## src/rtl/stream_mux4_pkg.sv

```systemverilog
// Shared definitions for the 4-channel stream merge path.
package stream_mux_pkg;

   localparam int unsigned N_CH  = 4;
   localparam int unsigned SEL_W = 2;

   typedef enum logic {
      ST_ARB  = 1'b0,
      ST_LOCK = 1'b1
   } state_t;

endpackage

```

## src/rtl/stream_mux4_if.sv

```systemverilog
// Four valid/ready input channels plus one tagged output stream.
interface stream_mux4_if #(
   parameter int unsigned DATA_W = 8
);
   import stream_mux_pkg::*;

   logic [N_CH-1:0]        in_valid;
   logic [N_CH-1:0]        in_last;
   logic [N_CH*DATA_W-1:0] in_data;
   logic [N_CH-1:0]        in_ready;
   logic                   out_valid;
   logic                   out_last;
   logic [DATA_W-1:0]      out_data;
   logic [SEL_W-1:0]       out_sel;
   logic                   out_ready;

   modport master (
      output in_valid, in_last, in_data, out_ready,
      input  in_ready, out_valid, out_last, out_data, out_sel
   );

   modport slave (
      input  in_valid, in_last, in_data, out_ready,
      output in_ready, out_valid, out_last, out_data, out_sel
   );

endinterface

```

## src/rtl/stream_mux4_arb.sv

```systemverilog
// Combinational rotating-priority arbiter: search starts just after last_ptr.
module rr_arbiter4
   import stream_mux_pkg::*;
(
   input  logic [N_CH-1:0]  req,
   input  logic [SEL_W-1:0] last_ptr,
   output logic [N_CH-1:0]  grant,
   output logic [SEL_W-1:0] grant_idx
);

   logic [SEL_W-1:0] idx;

   always_comb begin
      grant     = '0;
      grant_idx = '0;
      idx       = '0;
      for (int unsigned i = 0; i < N_CH; i++) begin
         idx = last_ptr + SEL_W'(i + 1);
         if (req[idx] && (grant == '0)) begin
            grant[idx] = 1'b1;
            grant_idx  = idx;
         end
      end
   end

endmodule

```

## src/rtl/stream_mux4.sv

```systemverilog
// 4-to-1 packet-aware round-robin stream merge with a registered output stage.
module stream_mux4
   import stream_mux_pkg::*;
#(
   parameter int unsigned DATA_W = 8
)
(
   input  logic         clk,
   input  logic         rst,
   stream_mux4_if.slave bus
);

   state_t            state, state_n;
   logic [SEL_W-1:0]  lock_ch, lock_ch_n;
   logic [SEL_W-1:0]  last_ptr, last_ptr_n;
   logic [N_CH-1:0]   req, grant;
   logic [SEL_W-1:0]  grant_idx;
   logic              load_en, xfer;
   logic              beat_last;
   logic [DATA_W-1:0] beat_data;

   logic              out_valid_q, out_last_q;
   logic [DATA_W-1:0] out_data_q;
   logic [SEL_W-1:0]  out_sel_q;

   // While locked only the packet owner may request, so the arbiter grants it alone.
   always_comb begin
      load_en = !out_valid_q || bus.out_ready;
      req     = (state == ST_LOCK) ? (bus.in_valid & (N_CH'(1) << lock_ch)) : bus.in_valid;
   end

   rr_arbiter4 u_arb (
      .req       (req),
      .last_ptr  (last_ptr),
      .grant     (grant),
      .grant_idx (grant_idx)
   );

   assign bus.in_ready = (load_en && !rst) ? grant : '0;
   assign xfer         = |bus.in_ready;
   assign beat_data    = bus.in_data[grant_idx*DATA_W +: DATA_W];
   assign beat_last    = bus.in_last[grant_idx];

   always_comb begin
      state_n    = state;
      lock_ch_n  = lock_ch;
      last_ptr_n = last_ptr;
      if (xfer) begin
         unique case (state)
            ST_ARB: begin
               if (beat_last) begin
                  last_ptr_n = grant_idx;
               end else begin
                  state_n   = ST_LOCK;
                  lock_ch_n = grant_idx;
               end
            end
            ST_LOCK: begin
               if (beat_last) begin
                  state_n    = ST_ARB;
                  last_ptr_n = lock_ch;
               end
            end
            default: state_n = ST_ARB;
         endcase
      end
   end

   always_ff @(posedge clk) begin
      if (rst) begin
         state    <= ST_ARB;
         lock_ch  <= '0;
         last_ptr <= '1;
      end else begin
         state    <= state_n;
         lock_ch  <= lock_ch_n;
         last_ptr <= last_ptr_n;
      end
   end

   always_ff @(posedge clk) begin
      if (rst) begin
         out_valid_q <= 1'b0;
         out_last_q  <= 1'b0;
         out_data_q  <= '0;
         out_sel_q   <= '0;
      end else if (load_en) begin
         if (xfer) begin
            out_valid_q <= 1'b1;
            out_last_q  <= beat_last;
            out_data_q  <= beat_data;
            out_sel_q   <= grant_idx;
         end else begin
            out_valid_q <= 1'b0;
         end
      end
   end

   assign bus.out_valid = out_valid_q;
   assign bus.out_last  = out_last_q;
   assign bus.out_data  = out_data_q;
   assign bus.out_sel   = out_sel_q;

endmodule

```

## src/flat_wrapper.sv

```systemverilog
// flat-port wrapper written by rule: the top's interface ports become plain ports
module stream_mux4_flat import stream_mux_pkg::*;
#(
   parameter int unsigned DATA_W = 8
)
  (clk, rst, bus_in_valid, bus_in_last, bus_in_data, bus_out_ready, bus_in_ready, bus_out_valid, bus_out_last, bus_out_data, bus_out_sel);
  stream_mux4_if #(.DATA_W(DATA_W)) bus_i ();
  input  logic clk;
  input  logic rst;
  input wire logic [$bits(bus_i.in_valid)-1:0] bus_in_valid;
  input wire logic [$bits(bus_i.in_last)-1:0] bus_in_last;
  input wire logic [$bits(bus_i.in_data)-1:0] bus_in_data;
  input wire logic [$bits(bus_i.out_ready)-1:0] bus_out_ready;
  output wire logic [$bits(bus_i.in_ready)-1:0] bus_in_ready;
  output wire logic [$bits(bus_i.out_valid)-1:0] bus_out_valid;
  output wire logic [$bits(bus_i.out_last)-1:0] bus_out_last;
  output wire logic [$bits(bus_i.out_data)-1:0] bus_out_data;
  output wire logic [$bits(bus_i.out_sel)-1:0] bus_out_sel;
  assign bus_i.in_valid = bus_in_valid;
  assign bus_i.in_last = bus_in_last;
  assign bus_i.in_data = bus_in_data;
  assign bus_i.out_ready = bus_out_ready;
  assign bus_in_ready = bus_i.in_ready;
  assign bus_out_valid = bus_i.out_valid;
  assign bus_out_last = bus_i.out_last;
  assign bus_out_data = bus_i.out_data;
  assign bus_out_sel = bus_i.out_sel;
  stream_mux4 #(.DATA_W(DATA_W)) u_core (.clk(clk), .rst(rst), .bus(bus_i));
endmodule
```

## config.mk

```make
export PLATFORM = sky130hd
export DESIGN_NAME = stream_mux4_flat
export DESIGN_NICKNAME = d
export VERILOG_FILES = /design/src/rtl/stream_mux4_pkg.sv /design/src/rtl/stream_mux4_if.sv /design/src/rtl/stream_mux4_arb.sv /design/src/rtl/stream_mux4.sv /design/src/flat_wrapper.sv
export SDC_FILE = /design/constraint.sdc
export NUM_CORES = 1
export LEC_CHECK = 0
export ABC_AREA = 1
export CORE_ASPECT_RATIO = 1.4
export CORE_UTILIZATION = 45
export DETAILED_ROUTE_END_ITERATION = 12
export DONT_BUFFER_PORTS = 1
export PLACE_DENSITY = 0.71
export REMOVE_ABC_BUFFERS = 1
export SYNTH_ARGS = -nofsm -noshare
export SYNTH_HDL_FRONTEND = slang
export SYNTH_SLANG_ARGS = --single-unit
```

## constraint.sdc

```tcl
create_clock -name clk -period 5.03 [get_ports clk]
set_input_delay 0 -clock clk [delete_from_list [all_inputs] [get_ports clk]]
set_output_delay 0 -clock clk [all_outputs]
set_load 0.05 [all_outputs]
```

==> results.py, run 1 <==
metrics = {
    "yosys": {
        "yosysSeqAreaShare_pct": 19.6,
        "synth_seq_cells": 17,
        "synth.distinct_cells": 30,
        "synth.top_cells.by_count": "nor2_1 (37), nand2_1 (36), nand3_1 (28), o21ai_0 (26), inv_1 (23)",
        "yosysTopAreaCellShare_pct": 19.6,
        "ys_async_sr_fraction_pct": 0,
        "ys_dominant_reg_cell": "dfxtp_1",
        "yosys.area.top_type": "dfxtp_1",
        "synth_edf_count": 0,
        "avgSynthCellArea_um2": 6.69,
        "yosysMostFrequentCell": "nor2_1",
        "synth_warnings": 0,
        "synthCells": 260,
        "synthTopCellsByArea": "dfxtp_1 (20%), nand3_1 (8.1%), nor2_1 (8.0%), nand2_1 (7.8%), o21ai_0 (7.5%)",
        "synth_area_um2": 1740,
    },
    "clocking": {
        "cts_root_buf": "clkbuf_8",
        "cts_resized": 0,
        "htree_levels": 1,
        "clkTransAtPathRegs_ns": 0.07,
        "clock-sinks": 17,
        "clk_latency_ns": 0.25,
        "cts_buffer_depth": 2,
        "tritoncts": "built",
        "cts_buffers": 3,
    },
    "setup_path": {
        "cp_max_fo": 20,
        "crit_required_ns": 5.16,
        "arrival_ns": 3.66,
        "crit_slowest_cell": "dfxtp_1",
        "path_cells": "inv_4 > ha_1 > inv_1 > nand3_2 > nand2_4 > o31ai_4 > nand3_1 > nand2_2 > nor2_2 > nand3_1 > nand2_2 > nor2_8 > nand2_4 > nand2_2 > nand2_2 > nand2_1 > nand3_4 > nand2_4 > nor2_4 > inv_2 > nand2_1 > nand3_1",
        "start_kind": "flip-flop",
        "worst-setup-path-type": "flip-flop to flip-flop",
        "ff2ff_setup_slack_ns": 1.51,
        "crit_top_cell": "nand2_2",
        "cp.buffers_inverters": 3,
        "end_kind": "flip-flop",
        "cpPeakStageDelay_ns": 0.67,
        "crit_family": "simple AND/OR/NAND/NOR gates",
    },
    "cells_and_area": {
        "fin_cells": 299,
        "area_delta_synth_final_pct": 2.59,
        "drive_gt1_share_pct": 19.1,
        "diodes": 0,
        "nFillCells": 389,
        "multi_input_area_um2": 1220,
        "regArea_um2": 340,
        "nets": 309,
    },
    "min_path": {
        "hold_class": "input port to flip-flop",
    },
    "sta": {
        "fin_setup_tns_ns": 0,
        "finalCritPeriodShare_pct": 70.0,
        "relSlewSlack_pct": 63.0,
        "tightest_slew_ns": 0.554,
        "max_freq_mhz": 284,
        "slew_viol_final": 0,
        "finalHoldViolations": 0,
        "rsz0062_at_grt": "no",
        "fin_crit_ns": 3.52,
        "fin_skew_ns": 0.00447,
        "setup-violations-final": 0,
    },
    "job": {
        "maxCapViolCount": 0,
    },
    "detailed_routing": {
        "via_per_inst": 5.64,
        "wirelength_um": 3970,
        "drtPass1Iterations": 4,
        "dr.first_iter.drc_count": 38,
        "ant_nets": 0,
        "drc": 0,
        "via_count": 1685,
        "wl_per_cell_um": 13.3,
    },
    "status": {
        "status": "complete, no violations",
    },
    "grt": {
        "grt_pass1_wl_um": 6440,
        "track_usage_pct": 21.3,
        "antenna_found_initial": 0,
        "grt.overflow.total": 0,
        "grt_max_degree": 21,
        "grt_pass1_vias": 1545,
    },
    "floorplanning": {
        "rows": 26,
        "ioPinCount": 59,
        "die_h_um": 75.6,
        "core_um2": 3680,
        "die_w_um": 54.6,
        "start_util_pct": 47.3,
        "dieArea_um2": 4120,
    },
    "placement": {
        "portBuffers": 0,
        "dpl.hpwl_um": 3170,
        "gp_congestion": 0.857,
        "placed_cells": 293,
    },
}
## kinds of logic (layout without fill, tap and decap cells)
group / Yosys count / in the layout / share of synthesized area (%)
flip-flops: 17 / 17 / 19.6
AO/OA/AOI/OAI: 49 / 49 / 16.3
buffers and inverters: 37 / 34 / 10.4
AND/OR/NAND/NOR: 149 / 149 / 48.0
adder cells (fa/ha/maj): 8 / 8 / 5.75
## registers in the layout, summed over array words and instances (netlist names)
name,count
u_core.bus.out_data,8
u_core.bus.out_last,1
u_core.bus.out_sel,2
u_core.bus.out_valid,1
u_core.last_ptr,2
u_core.lock_ch,2
u_core.state,1
## worst min-delay path, stage by stage
cell	delay [ns]
nor2_1	0.02
o22ai_1	0.11
nor2_1	0.05
nor2_1	0.07
## worst paths after layout
path	from	to	depth (start not counted)
worst max-delay path	u_core.last_ptr[0]$_SDFFE_PP1P_	u_core.last_ptr[0]$_SDFFE_PP1P_	22
worst min-delay path	bus_in_data[6]	u_core.bus.out_data[6]$_SDFFE_PP0P_	4
worst max register to register	u_core.last_ptr[0]$_SDFFE_PP1P_	u_core.last_ptr[0]$_SDFFE_PP1P_	22
worst min register to register	u_core.lock_ch[1]$_SDFFE_PP0P_	u_core.lock_ch[1]$_SDFFE_PP0P_	4
## area by class of cell
| cell class | instances | share of cell area, % |
|---|---|---|
| clock buffers | 3 | 2.31 |
| multi-input cells | 206 | 68.3 |
| inverters | 28 | 6.03 |
| well taps | 42 | 2.94 |
| flip-flops and latches | 17 | 19.1 |
| clock inverters | 1 | 0.280 |
| repair buffers | 2 | 1.12 |
## cells in the final DEF (no fill, tap or decap), drive strengths merged
cell	instances
nand2	58
nor2	43
nand3	38
o21ai	31
inv	28
dfxtp	17
nand4	9
o22ai	8
ha	8
a21oi	5
clkbuf	3
o211ai	2
dlygate4sd3	2
o31ai	1
a31oi	1
a211oi	1
and2	1
clkinv	1
## routing by layer
metal / GRT usage (%) / part of all wire [%]
met3: 3.39 / 5.9
met2: 40.8 / 54
met5: 0 / 0
met4: 10.5 / 1.9
met1: 21.3 / 38
## through the flow
| stage | setup slack (ns) | hold WS [ns] | cell area, um2 | util (%) |
|---|---|---|---|---|
| after floorplan | 1.95 | 0.0624 | 1670 | - |
| after global placement | 1.61 | 0.0683 | 1720 | 46.8 |
| after detailed placement | 1.54 | 0.0696 | 1720 | 46.8 |
| after CTS | 1.51 | 0.0362 | 1790 | 48.6 |
| after global routing | 1.15 | 0.0349 | 1790 | 48.6 |
| final | 1.51 | 0.0343 | 1790 | 48.6 |
## repair_timing
item,CTS,global route
hold endpoints to repair,3,0
buffers inserted,0,0
hold buffers,2,0
Power of run 1 is not shown: default switching activity piles up to over one toggle a cycle in this logic, so the estimate is an artifact.
==> inputs of run 2 (changes only) <==
==> constraint.sdc (replaced) <==
create_clock -name clk -period 3.3 [get_ports clk]
set_input_delay 0 -clock clk [delete_from_list [all_inputs] [get_ports clk]]
set_output_delay 0 -clock clk [all_outputs]
set_load 0.05 [all_outputs]
==> run 2 against run 1 <==
Against the previous run: utilization rose by 1.3 points; register-to-register slack worse by 1.2 ns; global-route usage rose by 0.28 points; die area unchanged; clock skew increased by 0.0049 ns; final area is 2.7% higher; via count grew 1.7%; critical endpoint is now u_core.lock_ch[0]$_SDFFE_PP0P_; sequential share of layout area shrank 0.44 points; flip-flop and latch count unchanged; critical path depth unchanged; first-iteration DRC count rose by 42%.
==> results.py, run 2 (synthesized netlist as in run 1, its figures left out) <==
metrics = {
    "detailed_routing": {
        "via_count": 1713,
        "drc": 0,
        "dr.first_iter.drc_count": 54,
        "via_per_inst": 5.65,
        "wirelength_um": 4160,
        "drtPass1Iterations": 4,
        "ant_nets": 0,
        "wl_per_cell_um": 13.7,
    },
    "setup_path": {
        "r2r_cells": 22,
        "start_kind": "flip-flop",
        "crit_slowest_cell": "ha_1",
        "end_kind": "flip-flop",
        "critPathLaunch": "u_core.last_ptr[1]$_SDFFE_PP1P_",
        "rr_startpoint": "u_core.last_ptr[1]$_SDFFE_PP1P_",
        "arrival_ns": 3.22,
        "ff2ff_setup_slack_ns": 0.28,
        "crit_top_cell": "nand3_2",
        "cp_max_fo": 11,
        "worst-setup-path-type": "flip-flop to flip-flop",
        "rr_endpoint": "u_core.lock_ch[0]$_SDFFE_PP0P_",
        "cpPeakStageDelay_ns": 0.35,
        "path_cells": "inv_1 > ha_1 > inv_1 > nand3_1 > nand3_2 > nand2_2 > inv_2 > nand3_2 > nand3_2 > inv_1 > nand3_1 > nand3_2 > nor2_8 > nand2_4 > nand2_2 > nand2_4 > inv_4 > nand3_1 > nand2_4 > nand3_4 > and2_1 > nor2_1",
        "crit_required_ns": 3.50,
    },
    "min_path": {
        "hold_end": "u_core.bus.out_data[5]$_SDFFE_PP0P_",
        "hold_class": "input port to flip-flop",
        "worstHoldStart": "bus_in_data[5]",
        "holdPathStages": 4,
    },
    "cells_and_area": {
        "post-route-util_pct": 49.9,
        "nFillCells": 363,
        "nets": 313,
        "regArea_um2": 342,
        "diodes": 0,
        "multi_input_area_um2": 1230,
        "drive_gt1_share_pct": 21.1,
        "final_common_cell": "nor2_1",
        "area_delta_synth_final_pct": 5.39,
        "largest_reg_flops": 8,
        "final_cell_mix": "nor2_1 (37), nand2_1 (36), nand3_1 (27)",
    },
    "grt": {
        "grt_max_degree": 18,
        "antenna_found_initial": 0,
        "grt_pass1_wl_um": 6530,
        "grt.overflow.total": 0,
        "track_usage_pct": 21.6,
        "grt_pass1_vias": 1517,
    },
    "floorplanning": {
        "start_util_pct": 47.3,
        "die_w_um": 54.6,
        "die_h_um": 75.6,
        "ioPinCount": 59,
        "rows": 26,
        "core_um2": 3680,
        "dieArea_um2": 4120,
    },
    "placement": {
        "dpl.hpwl_um": 3280,
        "gp_congestion": 0.923,
        "portBuffers": 0,
    },
    "sta": {
        "fin_setup_tns_ns": 0,
        "relSlewSlack_pct": 64.5,
        "rsz0062_at_grt": "no",
        "slew_viol_final": 0,
        "fin_crit_ns": 3.02,
        "tightest_slew_ns": 0.531,
        "setup-violations-final": 0,
        "finalCritPeriodShare_pct": 91.4,
        "finalHoldViolations": 0,
        "max_freq_mhz": 332,
        "fin_skew_ns": 0.00939,
    },
    "clocking": {
        "tritoncts": "built",
        "clkTransAtPathRegs_ns": 0.07,
        "htree_levels": 1,
        "clk_latency_ns": 0.26,
        "clock-sinks": 17,
        "cts_root_buf": "clkbuf_8",
        "cts_buffers": 3,
        "cts_buffer_depth": 2,
    },
    "status": {
        "status": "complete, no violations",
    },
    "job": {
        "maxCapViolCount": 0,
    },
}
==> run 2: what timing repair did <==
item	in CTS	in global routing
hold buffers	2	0
gates resized for setup	0	6
setup endpoints to repair	0	7
endpoints found under the hold margin	3	0
buffers inserted	0	1
==> run 2: worst max path at each step <==
| stage | to | depth (start not counted) | slack [ns] |
|---|---|---|---|
| 6_report | u_core.lock_ch[0]$_SDFFE_PP0P_ | 22 | 0.28 |
| 5_1_grt | u_core.lock_ch[0]$_SDFFE_PP0P_ | 22 | 0.002 |
| 4_1_cts | u_core.last_ptr[1]$_SDFFE_PP1P_ | 20 | 0.16 |
| 3_5_place_dp | u_core.last_ptr[1]$_SDFFE_PP1P_ | 22 | 0.18 |
| 3_3_place_gp | u_core.last_ptr[1]$_SDFFE_PP1P_ | 20 | 0.22 |
| 2_1_floorplan | u_core.last_ptr[0]$_SDFFE_PP1P_ | 22 | 0.22 |
==> run 2: area by class of cell <==
class,instances,area share (%)
repair buffers,6,2.73
well taps,42,2.86
clock inverters,1,0.273
flip-flops and latches,17,18.6
multi-input cells,206,67.3
inverters,28,6.00
clock buffers,3,2.25
==> run 2: worst max-delay path, delay by kind of cell (launching register included) <==
kind	cells	cell delay (ns)
buffers and inverters	5	0.50
flip-flops	1	0.33
AND/OR/NAND/NOR	16	1.76
adder cells (fa/ha/maj)	1	0.35
==> run 2: per-stage QoR <==
stage	hold WS (ns)	instances	setup WS, ns	area [um2]
final	0.0345	303	0.284	1830
after global routing	0.0489	303	0.00158	1830
after CTS	0.0413	302	0.162	1810
after detailed placement	0.0649	296	0.178	1740
after global placement	0.0656	296	0.222	1740
after floorplan	0.0624	251	0.217	1670
==> run 2: metal layers <==
layer	routed length [um]	GRT usage, %	vias up
met4	136	11.7	0
met5	0	0	-
li1	-	-	875
met3	228	2.00	13
met1	1600	23.0	756
met2	2190	40.2	69
Power of run 2 is left out for the same reason.
